[src/rtl/seg_pkg.sv]
// Shared constants and button-FSM encoding for the segment scroller.
// Latency: n/a (package only).
// Backpressure: n/a.
package seg_pkg;

    localparam int MSG_DEPTH = 16;
    localparam int CHAR_W    = 4;
    localparam int IDX_W     = $clog2(MSG_DEPTH);
    localparam int WIN_CHARS = 4;
    localparam int WIN_W     = WIN_CHARS * CHAR_W;

    // Window contents implied by the reset message at base 0
    localparam logic [WIN_W-1:0] WIN_RESET = 16'h0123;

    typedef enum logic [1:0] {
        BTN_RELEASED,
        BTN_PRESS_DB,
        BTN_PRESSED,
        BTN_RELEASE_DB
    } btn_state_t;

    function automatic logic [CHAR_W-1:0] init_char(input int slot);
        return CHAR_W'(slot % 10);
    endfunction

endpackage

[src/rtl/btn_debounce.sv]
// Synchronizes an active-low button and debounces it into a one-cycle press pulse.
// Latency: 2 sync cycles plus DB_CYCLES of stable low level before press fires.
// Backpressure: none; holding the button produces a single pulse.
module btn_debounce
    import seg_pkg::*;
#(
    parameter int DB_CYCLES = 20000
) (
    input  logic clk,
    input  logic reset,
    input  logic btn_n,
    output logic press
);

    localparam int CNT_W = $clog2(DB_CYCLES + 1);
    localparam logic [CNT_W-1:0] DB_LAST = CNT_W'(DB_CYCLES - 1);

    logic [1:0]       sync_q;
    logic             btn_low;
    btn_state_t       state, state_nxt;
    logic [CNT_W-1:0] db_cnt, db_cnt_nxt;

    always_ff @(posedge clk or negedge reset) begin
        if (!reset) sync_q <= 2'b11;
        else        sync_q <= {sync_q[0], btn_n};
    end

    assign btn_low = ~sync_q[1];

    always_ff @(posedge clk or negedge reset) begin
        if (!reset) begin
            state  <= BTN_RELEASED;
            db_cnt <= '0;
        end else begin
            state  <= state_nxt;
            db_cnt <= db_cnt_nxt;
        end
    end

    // The sample that enters a DB state is the first of the stable run, so the count starts at 1
    always_comb begin
        state_nxt  = state;
        db_cnt_nxt = '0;
        press      = 1'b0;
        case (state)
            BTN_RELEASED: begin
                if (btn_low) begin
                    state_nxt  = BTN_PRESS_DB;
                    db_cnt_nxt = CNT_W'(1);
                end
            end
            BTN_PRESS_DB: begin
                if (!btn_low) begin
                    state_nxt = BTN_RELEASED;
                end else if (db_cnt >= DB_LAST) begin
                    state_nxt = BTN_PRESSED;
                    press     = 1'b1;
                end else begin
                    db_cnt_nxt = db_cnt + 1'b1;
                end
            end
            BTN_PRESSED: begin
                if (!btn_low) begin
                    state_nxt  = BTN_RELEASE_DB;
                    db_cnt_nxt = CNT_W'(1);
                end
            end
            BTN_RELEASE_DB: begin
                if (btn_low) begin
                    state_nxt = BTN_PRESSED;
                end else if (db_cnt >= DB_LAST) begin
                    state_nxt = BTN_RELEASED;
                end else begin
                    db_cnt_nxt = db_cnt + 1'b1;
                end
            end
            default: state_nxt = BTN_RELEASED;
        endcase
    end

endmodule

[src/rtl/seg_scroll_ctrl.sv]
// Scrolls a 16-character message across a 4-digit window by button page or timed auto step.
// Latency: step_pulse/base_idx one cycle after an event; window one cycle after base or write.
// Backpressure: none; one write accepted every cycle, events never stall.
module seg_scroll_ctrl
    import seg_pkg::*;
#(
    parameter int DB_CYCLES    = 20000,
    parameter int TICK_DIV     = 50000,
    parameter int SCROLL_TICKS = 1024
) (
    input  logic              clk,
    input  logic              reset,
    input  logic              btn_n,
    input  logic              auto_en,
    input  logic              wr_en,
    input  logic [IDX_W-1:0]  wr_addr,
    input  logic [CHAR_W-1:0] wr_data,
    output logic              digit_tick,
    output logic [WIN_W-1:0]  window,
    output logic [IDX_W-1:0]  base_idx,
    output logic              step_pulse
);

    localparam int TICK_W = $clog2(TICK_DIV + 1);
    localparam int SC_W   = $clog2(SCROLL_TICKS + 1);
    localparam logic [TICK_W-1:0] TICK_LAST = TICK_W'(TICK_DIV - 1);
    localparam logic [SC_W-1:0]   SC_LAST   = SC_W'(SCROLL_TICKS - 1);

    logic [1:0]        rst_sync;
    logic              rst_n;
    logic              page_evt;
    logic              auto_evt;
    logic [TICK_W-1:0] tick_cnt;
    logic [SC_W-1:0]   auto_cnt;
    logic [CHAR_W-1:0] msg [MSG_DEPTH];
    logic [WIN_W-1:0]  window_nxt;

    // Assert immediately, release two edges later so nothing moves on the release edge
    always_ff @(posedge clk or negedge reset) begin
        if (!reset) rst_sync <= 2'b00;
        else        rst_sync <= {rst_sync[0], 1'b1};
    end

    assign rst_n = rst_sync[1];

    btn_debounce #(
        .DB_CYCLES(DB_CYCLES)
    ) u_btn (
        .clk   (clk),
        .reset (rst_n),
        .btn_n (btn_n),
        .press (page_evt)
    );

    always_ff @(posedge clk or negedge rst_n) begin
        if (!rst_n) begin
            tick_cnt   <= '0;
            digit_tick <= 1'b0;
        end else begin
            tick_cnt   <= (tick_cnt == TICK_LAST) ? '0 : tick_cnt + 1'b1;
            digit_tick <= (tick_cnt == TICK_LAST);
        end
    end

    assign auto_evt = auto_en && digit_tick && (auto_cnt == SC_LAST);

    always_ff @(posedge clk or negedge rst_n) begin
        if (!rst_n) begin
            auto_cnt <= '0;
        end else if (!auto_en || page_evt) begin
            auto_cnt <= '0;
        end else if (digit_tick) begin
            auto_cnt <= auto_evt ? '0 : auto_cnt + 1'b1;
        end
    end

    // Page wins a collision with auto; the auto count is cleared by the page event
    always_ff @(posedge clk or negedge rst_n) begin
        if (!rst_n) begin
            base_idx   <= '0;
            step_pulse <= 1'b0;
        end else begin
            step_pulse <= page_evt || auto_evt;
            if (page_evt)      base_idx <= base_idx + IDX_W'(WIN_CHARS);
            else if (auto_evt) base_idx <= base_idx + 1'b1;
        end
    end

    always_ff @(posedge clk or negedge rst_n) begin
        if (!rst_n) begin
            for (int i = 0; i < MSG_DEPTH; i++) msg[i] <= init_char(i);
        end else if (wr_en) begin
            msg[wr_addr] <= wr_data;
        end
    end

    always_comb begin
        window_nxt = '0;
        for (int i = 0; i < WIN_CHARS; i++) begin
            window_nxt[CHAR_W*(WIN_CHARS-1-i) +: CHAR_W] = msg[base_idx + IDX_W'(i)];
        end
    end

    always_ff @(posedge clk or negedge rst_n) begin
        if (!rst_n) window <= WIN_RESET;
        else        window <= window_nxt;
    end

endmodule

[config.mk]
export PLATFORM = sky130hd
export DESIGN_NAME = seg_scroll_ctrl
export DESIGN_NICKNAME = d
export VERILOG_FILES = /design/src/rtl/seg_pkg.sv /design/src/rtl/btn_debounce.sv /design/src/rtl/seg_scroll_ctrl.sv
export SDC_FILE = /design/constraint.sdc
export NUM_CORES = 1
export LEC_CHECK = 0
export ABC_AREA = 1
export ABC_CLOCK_PERIOD_IN_PS = 3900
export CORE_MARGIN = 1
export CORE_UTILIZATION = 40
export CTS_CLUSTER_SIZE = 8
export DETAILED_ROUTE_END_ITERATION = 6
export DONT_BUFFER_PORTS = 1
export PLACE_DENSITY = 0.54
export REMOVE_ABC_BUFFERS = 1
export SLEW_MARGIN = 20
export SYNTH_ARGS = -nofsm -noshare
export SYNTH_HDL_FRONTEND = slang
export SYNTH_HIERARCHICAL = 1
export SYNTH_SLANG_ARGS = --single-unit
export TNS_END_PERCENT = 100
[constraint.sdc]
create_clock -name clk -period 3.9 [get_ports clk]
set_input_delay 0.78 -clock clk [delete_from_list [all_inputs] [get_ports clk]]
set_output_delay 0.78 -clock clk [all_outputs]
set_load 0.02 [all_outputs]
==> run_results.csv, run 1 <==
group,metric,value,unit
final_layout,num_antenna_cells,0,
pwr,fin_total_pwr,3.88,mW
final_layout,nets,1082,
yosys,synth_simple_gate_area_share,36.1,%
clock_tree,cts_hold_buffers,0,
sta,finalMaxSlewViolations,0,
yosys,muxShareOfSynthArea,0,%
setup_path,critPathArrivalTime,2.92,ns
placement,dp_slack,1.30,ns
yosys,yosys.area.top_type,"dfrtp_1",
yosys,yosys.cell_count.top_type,"nand2_1",
sta,tightest_slew,1.08,ns
yosys,ys.flop_type,"dfrtp_1",
sta,relSlewSlack,28.0,%
route,wire_per_inst,16.5,µm
grt,use_met3,5.94,%
clock_tree,postCtsSetupBuffers,0,
final_layout,final_cells,1335,
sta,tns,0,ns
placement,place_area,8020,µm²
final_layout,utilization,45.3,%
clock_tree,cts_buffer_depth,2,
clock_tree,numCtsBuffers,17,
final_layout,stdcell_area,8590,µm²
sta,whs,0.0406,ns
final_layout,syn2layout_area_growth,9.83,%
yosys,synth_cells,1073,
clock_tree,cts.clk_slew.worst_paths,0.06,ns
yosys,yosysWarnings,6,
sta,setup_viol,0,
setup_path,cpMostUsedCell,"nand2_1",
pwr,combPwrFrac,13.0,%
yosys,yosysTopAreaCellShare,33.9,%
setup_path,slowest_stage,"buf_4",
route,wl,22000,µm
grt,grt_max_degree,109,
route,drt-initial-drc-count,507,
setup_path,worst_setup_path_end_kind,"flop",
grt,grt_util_met2,34.7,%
route,vias_per_cell,5.28,
final_layout,layout-drive-gt1-share,10.3,%
yosys,synth_top_family_by_area,"simple AND/OR/NAND/NOR gates",
sta,fin_ws,1.30,ns
clock_tree,cts.sinks,134,
pwr,p_clk_share,39.4,%
clock_tree,cts_tree,"yes",
pwr,p_sw_share,30.0,%
run_status,status,"finished, final reports clean",
yosys,synthesis.area,7820,µm²
route,drcViolationCount,0,
setup_path,slowest_delay,0.79,ns
yosys,ys_async_sr_fraction,100,%
floorplan,core,19000,µm²
clock_tree,clock_latency,0.43,ns
grt,antenna_found_initial,0,
sta,fmax,385,MHz
route,vias,7044,
pwr,power_density,452,nW/µm²
clock_tree,clockRootBuffer,"clkbuf_16",
clock_tree,cts_htree_levels,4,
setup_path,critPathRequiredTime,4.22,ns
yosys,synthAdderAreaFrac,1.12,%
grt,grt_overflow_total,0,
pwr,seqPwrFrac,47.6,%
pwr,peakVddDrop,0.000315,V
sta,finalClockSkew,0.00834,ns
yosys,yosysUniqueCellTypes,38,
placement,post-place-cells,1303,
grt,grt_usage,23.4,%
sta,min_period_over_period,66.6,%
floorplan,die_h,142,µm
yosys,synth_seq_cells,134,
yosys,synth_seq_area_share,43.3,%
floorplan,die_area,20100,µm²
yosys,synth_compound_area_share,9.67,%
placement,gp_congestion,0.860,
route,antenna_left,0,
pwr,intPower,2.72,mW
setup_path,crit_path_cell_trace,"buf_4 -> nand2_1 -> xor2_1 -> inv_1 -> nand2_1 -> nand2_1",
floorplan,die_w,142,µm
sta,rsz0062_at_grt,"no",
floorplan,std_cell_rows,50,
pwr,p_sw,1.16,mW
route,drtPass1Iterations,5,
final_layout,regArea,3400,µm²
pwr,leakage,3.94,nW
yosys,avgSynthCellArea,7.29,µm²
min_path,min_path_type,"input port to asynchronous set/reset pin",
floorplan,start_util,41.2,%
yosys,synth_edf_count,0,
placement,io_buffer_count,0,
final_layout,nFillCells,1939,
sta,hold_violations,0,
clock_tree,ctsResizeCount,0,
grt,grt_first_pass_wirelength,35600,µm
setup_path,path_class,"flop to flop",
setup_path,start_kind,"flop",
yosys,synth_area_leaders,"dfrtp_1 (34%), nand2_1 (16%), nand3_1 (12%), dfstp_2 (9.4%), inv_1 (4.2%)",
grt,first_global_vias,6623,
yosys,synth_common_cells,"nand2_1 (343), nand3_1 (180), dfrtp_1 (106), inv_1 (87), nor2_1 (76)",
final_layout,multi_input_area,3890,µm²
floorplan,io_pins,35,
sta,min_period,2.60,ns
yosys,synthXorXnorAreaFrac,2.77,%
setup_path,path_max_fanout,108,
placement,hpwl,15600,µm
flow_run,drv_cap,0,
grt,use_met1,32.5,%
grt,grt-busiest-layer,"met2",
[metal layers]
metal  wire length (µm)  share of wire (%)
met5                  0                  0
met4                606                2.8
met3               1460                6.6
met2               9540                 43
met1              10400                 47
[final cells by class]
class / count / share of cell area [%]
Tap cell: 260 / 3.79
Clock inverter: 12 / 1.22
Inverter: 93 / 4.07
Multi-Input combinational cell: 807 / 45.3
Clock buffer: 20 / 5.32
Sequential cell: 134 / 39.6
Timing Repair Buffer: 9 / 0.787
[path summary, 6_finish.rpt]
check | start | endpoint | slack [ns] | depth (start not counted)
worst max register to register | base_idx[0] | window[11] | 1.30 | 6
max in group asynchronous | rst_sync[1] | window[5] | 2.48 | 1
worst min-delay path | reset | rst_sync[1] | 0.04 | 0
worst min register to register | rst_sync[0] | rst_sync[1] | 0.35 | 0
min in group clk | btn_n | u_btn/sync_q[0] | 0.34 | 0
worst max-delay path | base_idx[0] | window[11] | 1.30 | 6
[cell families (layout without fill, tap and decap cells)]
group / after synthesis / after routing
AO/OA/AOI/OAI: 127 / 127
AND/OR/NAND/NOR: 649 / 649
flip-flops: 134 / 134
adder cells (fa/ha/maj): 7 / 7
other: 1 / 1
XOR/XNOR: 23 / 23
buffers and inverters: 132 / 134
[power groups by stage]
| stage | logic, mW | clock network (mW) | registers (mW) |
|---|---|---|---|
| 6_report | 0.503 | 1.53 | 1.85 |
| 2_1_floorplan | 0.385 | 0 | 1.79 |
| 4_1_cts | 0.506 | 1.57 | 1.85 |
| 3_5_place_dp | 0.504 | 0 | 1.87 |
| 3_3_place_gp | 0.497 | 0 | 1.87 |
| 5_1_grt | 0.584 | 1.63 | 1.87 |
[state kept, by name, summed over array words and instances (netlist names), named ones only]
signal	cells
auto_cnt	11
base_idx	4
digit_tick	1
msg	64
rst_sync	2
step_pulse	1
tick_cnt	16
u_btn/db_cnt	15
u_btn/state	1
u_btn/sync_q	2
window	16
[critical path, delay by kind of cell (launching register included)]
kind | cells | cell delay [ns]
flip-flops | 1 | 0.42
XOR/XNOR | 1 | 0.64
buffers and inverters | 2 | 1.07
AND/OR/NAND/NOR | 3 | 0.34
[layout by cell type (no fill, tap or decap), drive strengths merged, types with 2 or more instances in the layout]
cell      instances
nand4             9
clkinvlp          5
dfstp            28
o21ai            61
xnor2             6
a21oi            19
nor2             96
inv              93
nand2           351
nand3b            2
buf               9
nor3             10
o21bai            3
o211ai           40
xor2             17
clkbuf           20
clkinv            6
ha                7
nand3           180
dfrtp           106
a21o              2
Power figures use the tool's default switching activity.
==> run 2: changes to the inputs <==
Settings changed: ABC_CLOCK_PERIOD_IN_PS 3900 to 2400, PLACE_DENSITY 0.54 to 0.52.
Clock period 3.9 ns to 2.4 ns, I/O delays scaled along.
==> run 2 against run 1 <==
Critical path depth grew 9. Maximum frequency increased by 24%. Total power increased by 76%. Wire length rose by 0.15%. Sequential share of layout area fell by 1.1 points. Global-route usage grew 0.40 points. Setup slack got worse by 1.0 ns. Count of clock-buffer cells in the layout stayed put. Hold slack improved by 0.0032 ns. Sequential cell count unchanged. Die area unchanged. Highest routed layer unchanged.
==> run_results.csv, run 2 (synthesis results as in run 1) <==
group,metric,value,unit
grt,grt_max_degree,92,
grt,grt_first_pass_wirelength,36000,µm
sta,tns,0,ns
clock_tree,cts_tree,"yes",
sta,min_period,2.10,ns
setup_path,path_max_fanout,9,
final_layout,layout-drive-gt1-share,11.5,%
placement,dp_slack,0.0719,ns
floorplan,start_util,41.2,%
run_status,status,"finished, final reports clean",
pwr,intPower,4.95,mW
sta,fin_ws,0.304,ns
clock_tree,numCtsBuffers,17,
setup_path,path_class,"flop to flop",
sta,fmax,477,MHz
pwr,p_sw,1.87,mW
final_layout,final_cells,1347,
grt,antenna_found_initial,0,
floorplan,io_pins,35,
route,antenna_left,0,
final_layout,nets,1094,
min_path,min_path_type,"input port to flop",
floorplan,std_cell_rows,50,
final_layout,largest_reg_flops,64,
sta,setup_viol,0,
pwr,power_density,772,nW/µm²
flow_run,drv_cap,0,
placement,post-place-cells,1314,
clock_tree,cts_htree_levels,4,
sta,tightest_slew,0.643,ns
setup_path,critPathArrivalTime,2.41,ns
floorplan,die_w,142,µm
pwr,seqPwrFrac,43.0,%
final_layout,num_antenna_cells,0,
final_layout,stdcell_area,8840,µm²
final_layout,final_common_cell,"nand2_1",
clock_tree,cts_buffer_depth,2,
pwr,peakVddDrop,0.000535,V
sta,relSlewSlack,57.1,%
sta,whs,0.0437,ns
floorplan,die_area,20100,µm²
sta,min_period_over_period,87.3,%
placement,place_area,8140,µm²
clock_tree,cts.clk_slew.worst_paths,0.06,ns
route,wl,22100,µm
pwr,leakage,4.07,nW
route,drtPass1Iterations,5,
route,vias,7076,
setup_path,critPathRequiredTime,2.71,ns
setup_path,worst_setup_path_end_kind,"flop",
grt,grt_usage,23.8,%
sta,hold_violations,0,
clock_tree,clock_latency,0.43,ns
placement,hpwl,15500,µm
route,drcViolationCount,0,
final_layout,syn2layout_area_growth,13.1,%
final_layout,final_cell_mix,"nand2_1 (343), nand3_1 (180), dfrtp_1 (104), inv_1 (85), nor2_1 (75)",
sta,rsz0062_at_grt,"no",
placement,gp_congestion,0.899,
setup_path,start_kind,"flop",
placement,io_buffer_count,0,
pwr,combPwrFrac,12.8,%
sta,finalMaxSlewViolations,0,
clock_tree,clockRootBuffer,"clkbuf_16",
grt,first_global_vias,6793,
final_layout,reg_top3,"msg: 64 flops, tick_cnt: 16 flops, window: 16 flops",
pwr,p_sw_share,27.5,%
route,drt-initial-drc-count,503,
clock_tree,cts.sinks,134,
route,vias_per_cell,5.25,
floorplan,die_h,142,µm
sta,finalClockSkew,0.00942,ns
grt,grt_overflow_total,0,
floorplan,core,19000,µm²
pwr,p_clk_share,44.3,%
route,wire_per_inst,16.4,µm
final_layout,largest-register,"msg",
## run 2: cell types whose count changed in the layout (fill, tap and decap cells not counted), moves of 2 or more
cell	previous run	this run
clkinv_4	1	3
clkinv_2	4	2
inv_1	87	85
bufinv_16	1	6
clkinvlp_4	5	1
buf_12	0	3
buf_4	9	17
inv_2	5	7
## run 2: area by class of cell
class / count / area, µm²
Tap cell: 260 / 325
Multi-Input combinational cell: 807 / 3890
Clock buffer: 20 / 457
Inverter: 93 / 349
Sequential cell: 134 / 3400
Clock inverter: 12 / 224
Timing Repair Buffer: 21 / 198
Fill cell: 1926 / 10100
## run 2: critical path, stage by stage (launching register included)
cell and delay [ns]:
dfrtp_1 0.36, ha_1 0.18, nand2_1 0.09, inv_1 0.06, nand2_1 0.07, nor2_1 0.12
nand2_2 0.07, nand3_1 0.13, nand4_1 0.14, inv_2 0.12, nor2_1 0.06, nand2_2 0.15
inv_2 0.10, nor2_4 0.14, xnor2_1 0.13, nor2_1 0.06
## run 2: worst paths after layout
check / startpoint / to / slack (ns) / cells past startpoint
max in group asynchronous: rst_sync[1] / window[5] / 1.41 / 1
worst min register to register: rst_sync[1] / u_btn/db_cnt[4] / 0.29 / 0
worst min-delay path: btn_n / u_btn/sync_q[0] / 0.04 / 0
min in group asynchronous: reset / rst_sync[0] / 0.28 / 1
worst max register to register: u_btn/db_cnt[0] / auto_cnt[6] / 0.30 / 15
worst max-delay path: u_btn/db_cnt[0] / auto_cnt[6] / 0.30 / 15
## run 2: through the flow
| stage | utilization, % | total power [mW] |
|---|---|---|
| 2_1_floorplan | - | 3.54 |
| 3_3_place_gp | 43.0 | 3.82 |
| 3_5_place_dp | 43.0 | 3.84 |
| 4_1_cts | 46.6 | 6.87 |
| 5_1_grt | 46.6 | 7.16 |
| 6_report | 46.6 | 6.82 |
## run 2: per-layer routing
metal | up-vias | track usage [%] | share of wire [%]
li1 | 3519 | - | -
met1 | 3325 | 31.9 | 46
met2 | 197 | 38.1 | 46
met3 | 35 | 4.52 | 5.7
met4 | 0 | 9.00 | 2.1
met5 | - | 0 | 0
## run 2: power by group through the flow
stage | clock, mW | combinational [mW] | sequential [mW]
floorplan | 0 | 0.626 | 2.92
finish | 3.02 | 0.871 | 2.93
global placement | 0 | 0.851 | 2.97
CTS | 3.06 | 0.871 | 2.94
global route | 3.17 | 1.01 | 2.98
detailed placement | 0 | 0.866 | 2.97
## run 2: timing repair
action | CTS | global route
setup buffers | 0 | 0
hold buffers | 1 | 0
endpoints found under the hold margin | 2 | 0
gates resized for setup | 0 | 4
endpoints found under the setup margin | 0 | 3
